File: src/rtl/stopwatch_count_if.sv
// stopwatch_count_if: control inputs and BCD digit outputs of the stopwatch core.
// With `define ADJUST_BLINK_EN a blink signal is added.
interface stopwatch_count_if;
  logic       pause;
  logic [1:0] adjust;
  logic       select;
  logic [3:0] min1, min0, sec1, sec0;
`ifdef ADJUST_BLINK_EN
  logic       blink;
  modport master (output pause, adjust, select, input min1, min0, sec1, sec0, blink);
  modport slave (input pause, adjust, select, output min1, min0, sec1, sec0, blink);
`else
  modport master (output pause, adjust, select, input min1, min0, sec1, sec0);
  modport slave (input pause, adjust, select, output min1, min0, sec1, sec0);
`endif
endinterface

File: src/rtl/stopwatch_count.sv
// stopwatch_count: MM:SS BCD stopwatch with prescaler, pause and per-field adjust.
// `define ADJUST_BLINK_EN adds a blink output for blanking the field being adjusted.
module stopwatch_count #(
  parameter int TICK_DIV = 100000000
) (
  input logic clk,
  input logic reset,
  stopwatch_count_if.slave sw
);
  localparam int QDIV = TICK_DIV / 4;
  localparam int QW = QDIV > 1 ? $clog2(QDIV) : 1;
  logic [QW-1:0] qcnt;
  logic [1:0] phase;
  logic [3:0] min1, min0, sec1, sec0;
  logic qtick, tick1, tick_adj, sec_en, min_en;
  logic [7:0] sec_nxt, min_nxt;
  function automatic logic [7:0] inc59(input logic [3:0] t, input logic [3:0] o);
    return o == 4'd9 ? (t == 4'd5 ? 8'h00 : {t + 4'd1, 4'd0}) : {t, o + 4'd1};
  endfunction
  always_comb begin
    qtick = !sw.pause && qcnt == QW'(QDIV - 1);
    tick1 = qtick && phase == 2'd3;
    tick_adj = qtick && (sw.adjust[1] || phase[0]);
    sec_en = sw.adjust[0] ? tick_adj && sw.select : tick1;
    min_en = sw.adjust[0] ? tick_adj && !sw.select : tick1 && sec1 == 4'd5 && sec0 == 4'd9;
    sec_nxt = inc59(sec1, sec0);
    min_nxt = inc59(min1, min0);
  end
  always_ff @(posedge clk)
    if (reset) begin
      qcnt <= '0;
      phase <= '0;
      {min1, min0, sec1, sec0} <= '0;
    end else begin
      if (!sw.pause) qcnt <= qtick ? '0 : qcnt + 1'b1;
      if (qtick) phase <= phase + 2'd1;
      if (sec_en) {sec1, sec0} <= sec_nxt;
      if (min_en) {min1, min0} <= min_nxt;
    end
  assign sw.min1 = min1;
  assign sw.min0 = min0;
  assign sw.sec1 = sec1;
  assign sw.sec0 = sec0;
`ifdef ADJUST_BLINK_EN
  assign sw.blink = sw.adjust[0] && phase[1];
`endif
endmodule

File: src/flat_wrapper.sv
// flat-port wrapper written by rule: the top's interface ports become plain ports
module stopwatch_count_flat 
#(
  parameter int TICK_DIV = 100000000
)
  (clk, reset, sw_pause, sw_adjust, sw_select, sw_min1, sw_min0, sw_sec1, sw_sec0);
  stopwatch_count_if sw_i ();
  input logic clk;
  input logic reset;
  input wire logic [$bits(sw_i.pause)-1:0] sw_pause;
  input wire logic [$bits(sw_i.adjust)-1:0] sw_adjust;
  input wire logic [$bits(sw_i.select)-1:0] sw_select;
  output wire logic [$bits(sw_i.min1)-1:0] sw_min1;
  output wire logic [$bits(sw_i.min0)-1:0] sw_min0;
  output wire logic [$bits(sw_i.sec1)-1:0] sw_sec1;
  output wire logic [$bits(sw_i.sec0)-1:0] sw_sec0;
  assign sw_i.pause = sw_pause;
  assign sw_i.adjust = sw_adjust;
  assign sw_i.select = sw_select;
  assign sw_min1 = sw_i.min1;
  assign sw_min0 = sw_i.min0;
  assign sw_sec1 = sw_i.sec1;
  assign sw_sec0 = sw_i.sec0;
  stopwatch_count #(.TICK_DIV(TICK_DIV)) u_core (.clk(clk), .reset(reset), .sw(sw_i));
endmodule
File: config.mk
export PLATFORM = sky130hd
export DESIGN_NAME = stopwatch_count_flat
export DESIGN_NICKNAME = d
export VERILOG_FILES = /design/src/rtl/stopwatch_count_if.sv /design/src/rtl/stopwatch_count.sv /design/src/flat_wrapper.sv
export SDC_FILE = /design/constraint.sdc
export NUM_CORES = 1
export LEC_CHECK = 0
export ABC_AREA = 1
export CAP_MARGIN = 5
export CORE_MARGIN = 10
export CORE_UTILIZATION = 60
export CTS_CLUSTER_SIZE = 28
export DETAILED_ROUTE_END_ITERATION = 8
export DONT_BUFFER_PORTS = 1
export PLACE_DENSITY_LB_ADDON = 0.3
export SLEW_MARGIN = 25
export SYNTH_ARGS = -nofsm -noshare
export SYNTH_HDL_FRONTEND = slang
export SYNTH_SLANG_ARGS = --single-unit
File: constraint.sdc
create_clock -name clk -period 2.45 [get_ports clk]
set_clock_uncertainty 0.15 [all_clocks]
set_input_delay 0.3675 -clock clk [delete_from_list [all_inputs] [get_ports clk]]
set_output_delay 0.3675 -clock clk [all_outputs]
set_load 0.01 [all_outputs]
# ---- After elaboration in Yosys (flattened, before gate mapping)
# Index checks and enable logic that the tools add are counted.
dict set report op_classes {
  eq_ne 6
  muxes 7
  reduce_logical 12
  n_addsub 6
}
# cell n
set op_table {}
lappend op_table {{$add 25x1->25 const B} 1}
lappend op_table {{$eq 25x25->1 const B} 1}
lappend op_table {{$mux 25} 1}
lappend op_table {{$add 4x1->4 const B} 4}
lappend op_table {{$mux 8} 2}
lappend op_table {{$eq 4x3->1 const B} 2}
lappend op_table {{$eq 4x4->1 const B} 2}
lappend op_table {{$mux 4} 2}
lappend op_table {{$logic_and 1x1->1} 7}
lappend op_table {{$reduce_and 2->1} 2}
lappend op_table {{$add 2x1->2 const B} 1}
lappend op_table {{$eq 2x2->1 const B} 1}
lappend op_table {{$logic_not 1->1} 2}
lappend op_table {{$mux 1} 2}
lappend op_table {{$logic_or 1x1->1} 1}
dict set report totals {
  regBits 43
  wordCells 37
}

# ---- Longest topological paths before layout
dict set report depth {
  word_depth 7
  ltp_mapped 11
  ltp_nobuf 11
}

# ---- Worst setup path before layout
# Ideal clock, no wire load.
dict set report synth_path {
  kind {register to register}
  start {register u_core.qcnt[0]}
  end {register u_core.sec1[1], in the netlist u_core.sw.sec1[1]}
  t_arrival_ns 1.417
  setup_slack_ns 0.770
  stages_incl_launch_ff 11
  setup_time_ns 0.113
  required_time_ns 2.187
  n_path_buf 0
  path_cell_list {dfxtp_1 -> ha_1 -> nand3_1 -> clkinv_1 -> nand3_1 -> nor2_4 -> nand2_1 -> nand2_2 -> nand3_2 -> nand3_1 -> nand2_1}
}
dict set report synth_between {
  elab_chain_cells 6
  elab_cells_between_ends 7
}
# element line_no
set synth_lines {}
lappend synth_lines {{start: declaration} stopwatch_count.sv:12} ;# logic [QW-1:0] qcnt;
lappend synth_lines {{start signal: assignment} stopwatch_count.sv:35} ;# if (!sw.pause) qcnt <= qtick ? '0 : qcnt + 1'b1;
lappend synth_lines {{$eq 25x25->1 (*)} stopwatch_count.sv:21} ;# qtick = !sw.pause && qcnt == QW'(QDIV - 1);
lappend synth_lines {{$logic_and 1x1->1 (*)} stopwatch_count.sv:21}
lappend synth_lines {{$logic_and 1x1->1} stopwatch_count.sv:23} ;# tick_adj = qtick && (sw.adjust[1] || phase[0]);
lappend synth_lines {{$logic_and 1x1->1} stopwatch_count.sv:24} ;# sec_en = sw.adjust[0] ? tick_adj && sw.select : tick1;
lappend synth_lines {{$mux 1 (*)} stopwatch_count.sv:24}
lappend synth_lines {{$reduce_and 2->1 (no line) (*)} -}
lappend synth_lines {{end signal: assignment} stopwatch_count.sv:37} ;# if (sec_en) {sec1, sec0} <= sec_nxt;
lappend synth_lines {{end: declaration} stopwatch_count.sv:14} ;# logic [3:0] min1, min0, sec1, sec0;
# Mark *: on every way between the ends. The rest lies on a longest branch, timed or not.
# A chain may end at the register's enable or synchronous reset.

# ---- Worst setup path in the final report
dict set report layout_path {
  start {register u_core.qcnt[0]}
  end {register u_core.qcnt[12]}
}
dict set report layout_between {
  elab_chain_cells 3
  elab_cells_between_ends 4
}
# element line_no
set layout_lines {}
lappend layout_lines {{parallel branches: the longest is 2 deep, another holds $add 25x1->25} -}
lappend layout_lines {{$mux 25 (*)} stopwatch_count.sv:35}
# Mark *: on every way between the ends.

==> results.yml <==
synthesis:
  syn_nets: 364
  yosys_warnings: 0
  netlist_area_mm2: 0.00241
  postSynthCellCount: 356
  synth_seq_area_share_pct: 35.7
  syn_area_per_cell_um2: 6.77
  async_flop_share_pct: 0
  yosysUniqueCellTypes: 38
  synth-main-ff-cell: "dfxtp_1"
  yosys_register_bits: 43
  synth_edf_count: 0
die:
  coreArea_mm2: 0.00377
  die_h_um: 83.4
  die_w_um: 83.4
  rows: 22
  ioPinCount: 22
  dieArea_mm2: 0.00695
  initial_core_util_pct: 63.9
critical_path:
  r2r_end: "u_core.qcnt[12]"
  worstPathRequired_ns: 2.50
  worst-setup-path-type: "reg -> reg"
  worstSetupEndpoint: "u_core.qcnt[12]"
  crit_path_end_kind: "register"
  r2r-start: "u_core.qcnt[0]"
  r2r_slack_ns: 0.44
  r2r_cells: 8
  crit_fanout: 14
  arrival_ns: 2.07
  cp-start-kind: "register"
  critPathLaunch: "u_core.qcnt[0]"
finish:
  fin_area_mm2: 0.00255
  final_core_util_pct: 67.6
  n_antenna_cell: 0
  layout.nets: 367
  areaGrowthSynthToFinish_pct: 5.87
  drive_gt1_share_pct: 11.9
  fillers: 322
routing:
  drt_wl_total_mm: 5.23
  ant_nets: 0
  drtPass1Iterations: 4
  drtIter0Drc: 139
  viasPerCell: 5.48
  avgRoutedWirePerCell_um: 12.8
  drc: 0
  vias: 2234
clocking:
  cts.reportedPaths.clkPinSlew_ns: 0.08
  cts_tree: "built"
  clock_sinks: 43
  post_cts_resized: 0
  h-tree-depth: 2
  clock_path_buffers: 2
  ctsRootBufferMaster: "clkbuf_8"
  clock_latency_ns: 0.30
  numCtsBuffers: 5
global_route:
  grt_max_degree: 17
  antenna_found_initial: 0
  grt.overflow.total: 0
  grt_pass1_wl_mm: 8.93
  grt_pass1_vias: 1987
  grtUsageTotal_pct: 14.8
timing:
  hold_viol: 0
  drv_slew: 0
  rsz0062_at_grt: "no"
  setup_violations: 0
  tightestPinTransition_ns: 0.518
  fmax_mhz: 497
  period_minus_slack_ns: 2.01
  fin_crit_sh_pct: 82.2
  slew_headroom_pct: 65.4
  setup_tns_ns: 0
  setup_ws_ns: 0.437
placed_design:
  io_buffer_count: 0
  placed_area_mm2: 0.00244
  dp_slack_ns: 0.483
  hpwl_mm: 3.88
  routabilityCongestion: 0.890
job:
  maxCapViolCount: 0
power:
  powerDensity_mw_per_mm2: 487
  p_leak_nw: 1.02
  peakVddDrop_uv: 375
run_status:
  outcome: "complete, no violations"
hold_path:
  hp-class: "in -> reg"
-- flip-flops by register name (all words and copies together) (netlist names) --
| register | count |
|---|---|
| u_core.qcnt | 25 |
| u_core.sw.min0 | 4 |
| u_core.sw.min1 | 4 |
| u_core.sw.sec0 | 4 |
| u_core.sw.sec1 | 4 |
| u_core.phase | 2 |
-- critical path, stage by stage (launching register included) --
cell and delay (ns):
dfxtp_1 0.35, ha_1 0.23, nand3_1 0.13, clkinv_1 0.11
nand3_1 0.16, nor2_4 0.09, nor2_4 0.29, inv_2 0.16
a221oi_1 0.25
-- per-layer routing --
layer | GRT usage [%] | up-vias | share of wire (%)
li1 | - | 1163 | -
met3 | 5.27 | 8 | 7.9
met4 | 4.92 | 0 | 1.5
met1 | 18.1 | 1003 | 45
met5 | 0 | - | 0
met2 | 23.3 | 60 | 45
-- per-stage QoR --
stage               hold WS, ns  power, mW  std cells
floorplan                 0.291      0.752        356
global placement          0.283      0.752        399
detailed placement        0.285      0.753        399
CTS                      0.0134       1.24        408
global route             0.0194       1.28        408
finish                   0.0129       1.24        408
-- where the power goes --
| part | internal (mW) | switching, mW | total [mW] |
|---|---|---|---|
| Clock | 0.257 | 0.245 | 0.502 |
| Combinational | 0.0109 | 0.0250 | 0.0359 |
| Sequential | 0.701 | 0.00341 | 0.704 |
| Total | 0.969 | 0.273 | 1.24 |
-- cells in the final DEF, fill, tap and decap left out, drive strengths merged --
cell and instances:
o21ai 6, dfxtp 43, nand2 93, nand4 9, a221oi 2, and3 1, a21oi 21, clkbuf 8
o31ai 1, nor3 12, nor2 67, or2 2, clkinv 2, ha 2, nor4 3, xor2 3
o21a 1, nand3 34, a211oi 2, dlygate4sd3 1, nand3b 1, nor3b 1, inv 42, xnor2 1
a41oi 1, a2bb2oi 1
-- how the worst min path moves through the flow --
stage	from	endpoint	slack [ns]	depth (start not counted)
2_1_floorplan	u_core.qcnt[19]	u_core.qcnt[19]	0.29	1
3_3_place_gp	reset	u_core.sw.sec0[1]	0.28	1
3_5_place_dp	reset	u_core.sw.sec0[1]	0.29	1
4_1_cts	sw_pause	u_core.qcnt[0]	0.01	1
5_1_grt	sw_pause	u_core.qcnt[0]	0.02	1
6_report	sw_pause	u_core.qcnt[0]	0.01	1
-- area by class of cell --
class / count / area [um2] / area share [%]
well taps: 48 / 60.1 / 2.36
flip-flops and latches: 43 / 861 / 33.8
multi-input cells: 264 / 1350 / 53.1
clock buffers: 8 / 100 / 3.93
inverters: 44 / 165 / 6.48
repair buffers: 1 / 10.0 / 0.393
-- cell usage after synthesis, drive strengths merged (2+ instances only) --
| master | count | area share [%] |
|---|---|---|
| a221oi | 2 | 0.73 |
| a211oi | 2 | 0.62 |
| nand4 | 9 | 3.1 |
| dfxtp | 43 | 36 |
| nor4 | 3 | 1.0 |
| nand2 | 93 | 16 |
| nor2 | 67 | 12 |
| a21oi | 21 | 4.5 |
| nand3 | 34 | 8.1 |
| o21ai | 6 | 1.2 |
| nor3 | 12 | 2.9 |
| clkinv | 2 | 0.31 |
| or2 | 2 | 0.52 |
| buf | 4 | 1.0 |
| xor2 | 3 | 1.1 |
| inv | 42 | 6.5 |
| ha | 2 | 1.0 |
-- what timing repair did --
action,in CTS,in global routing
hold buffers,1,0
endpoints found under the hold margin,6,0
buffers inserted,0,0
-- cell families after synthesis --
logic type | synth area share (%)
compound gates | 8.47
xor+xnor | 1.45
fa+ha+maj | 1.04
flops | 35.7
buf+inv | 8.05
simple gates | 45.2
(Power assumes the default switching activity.)
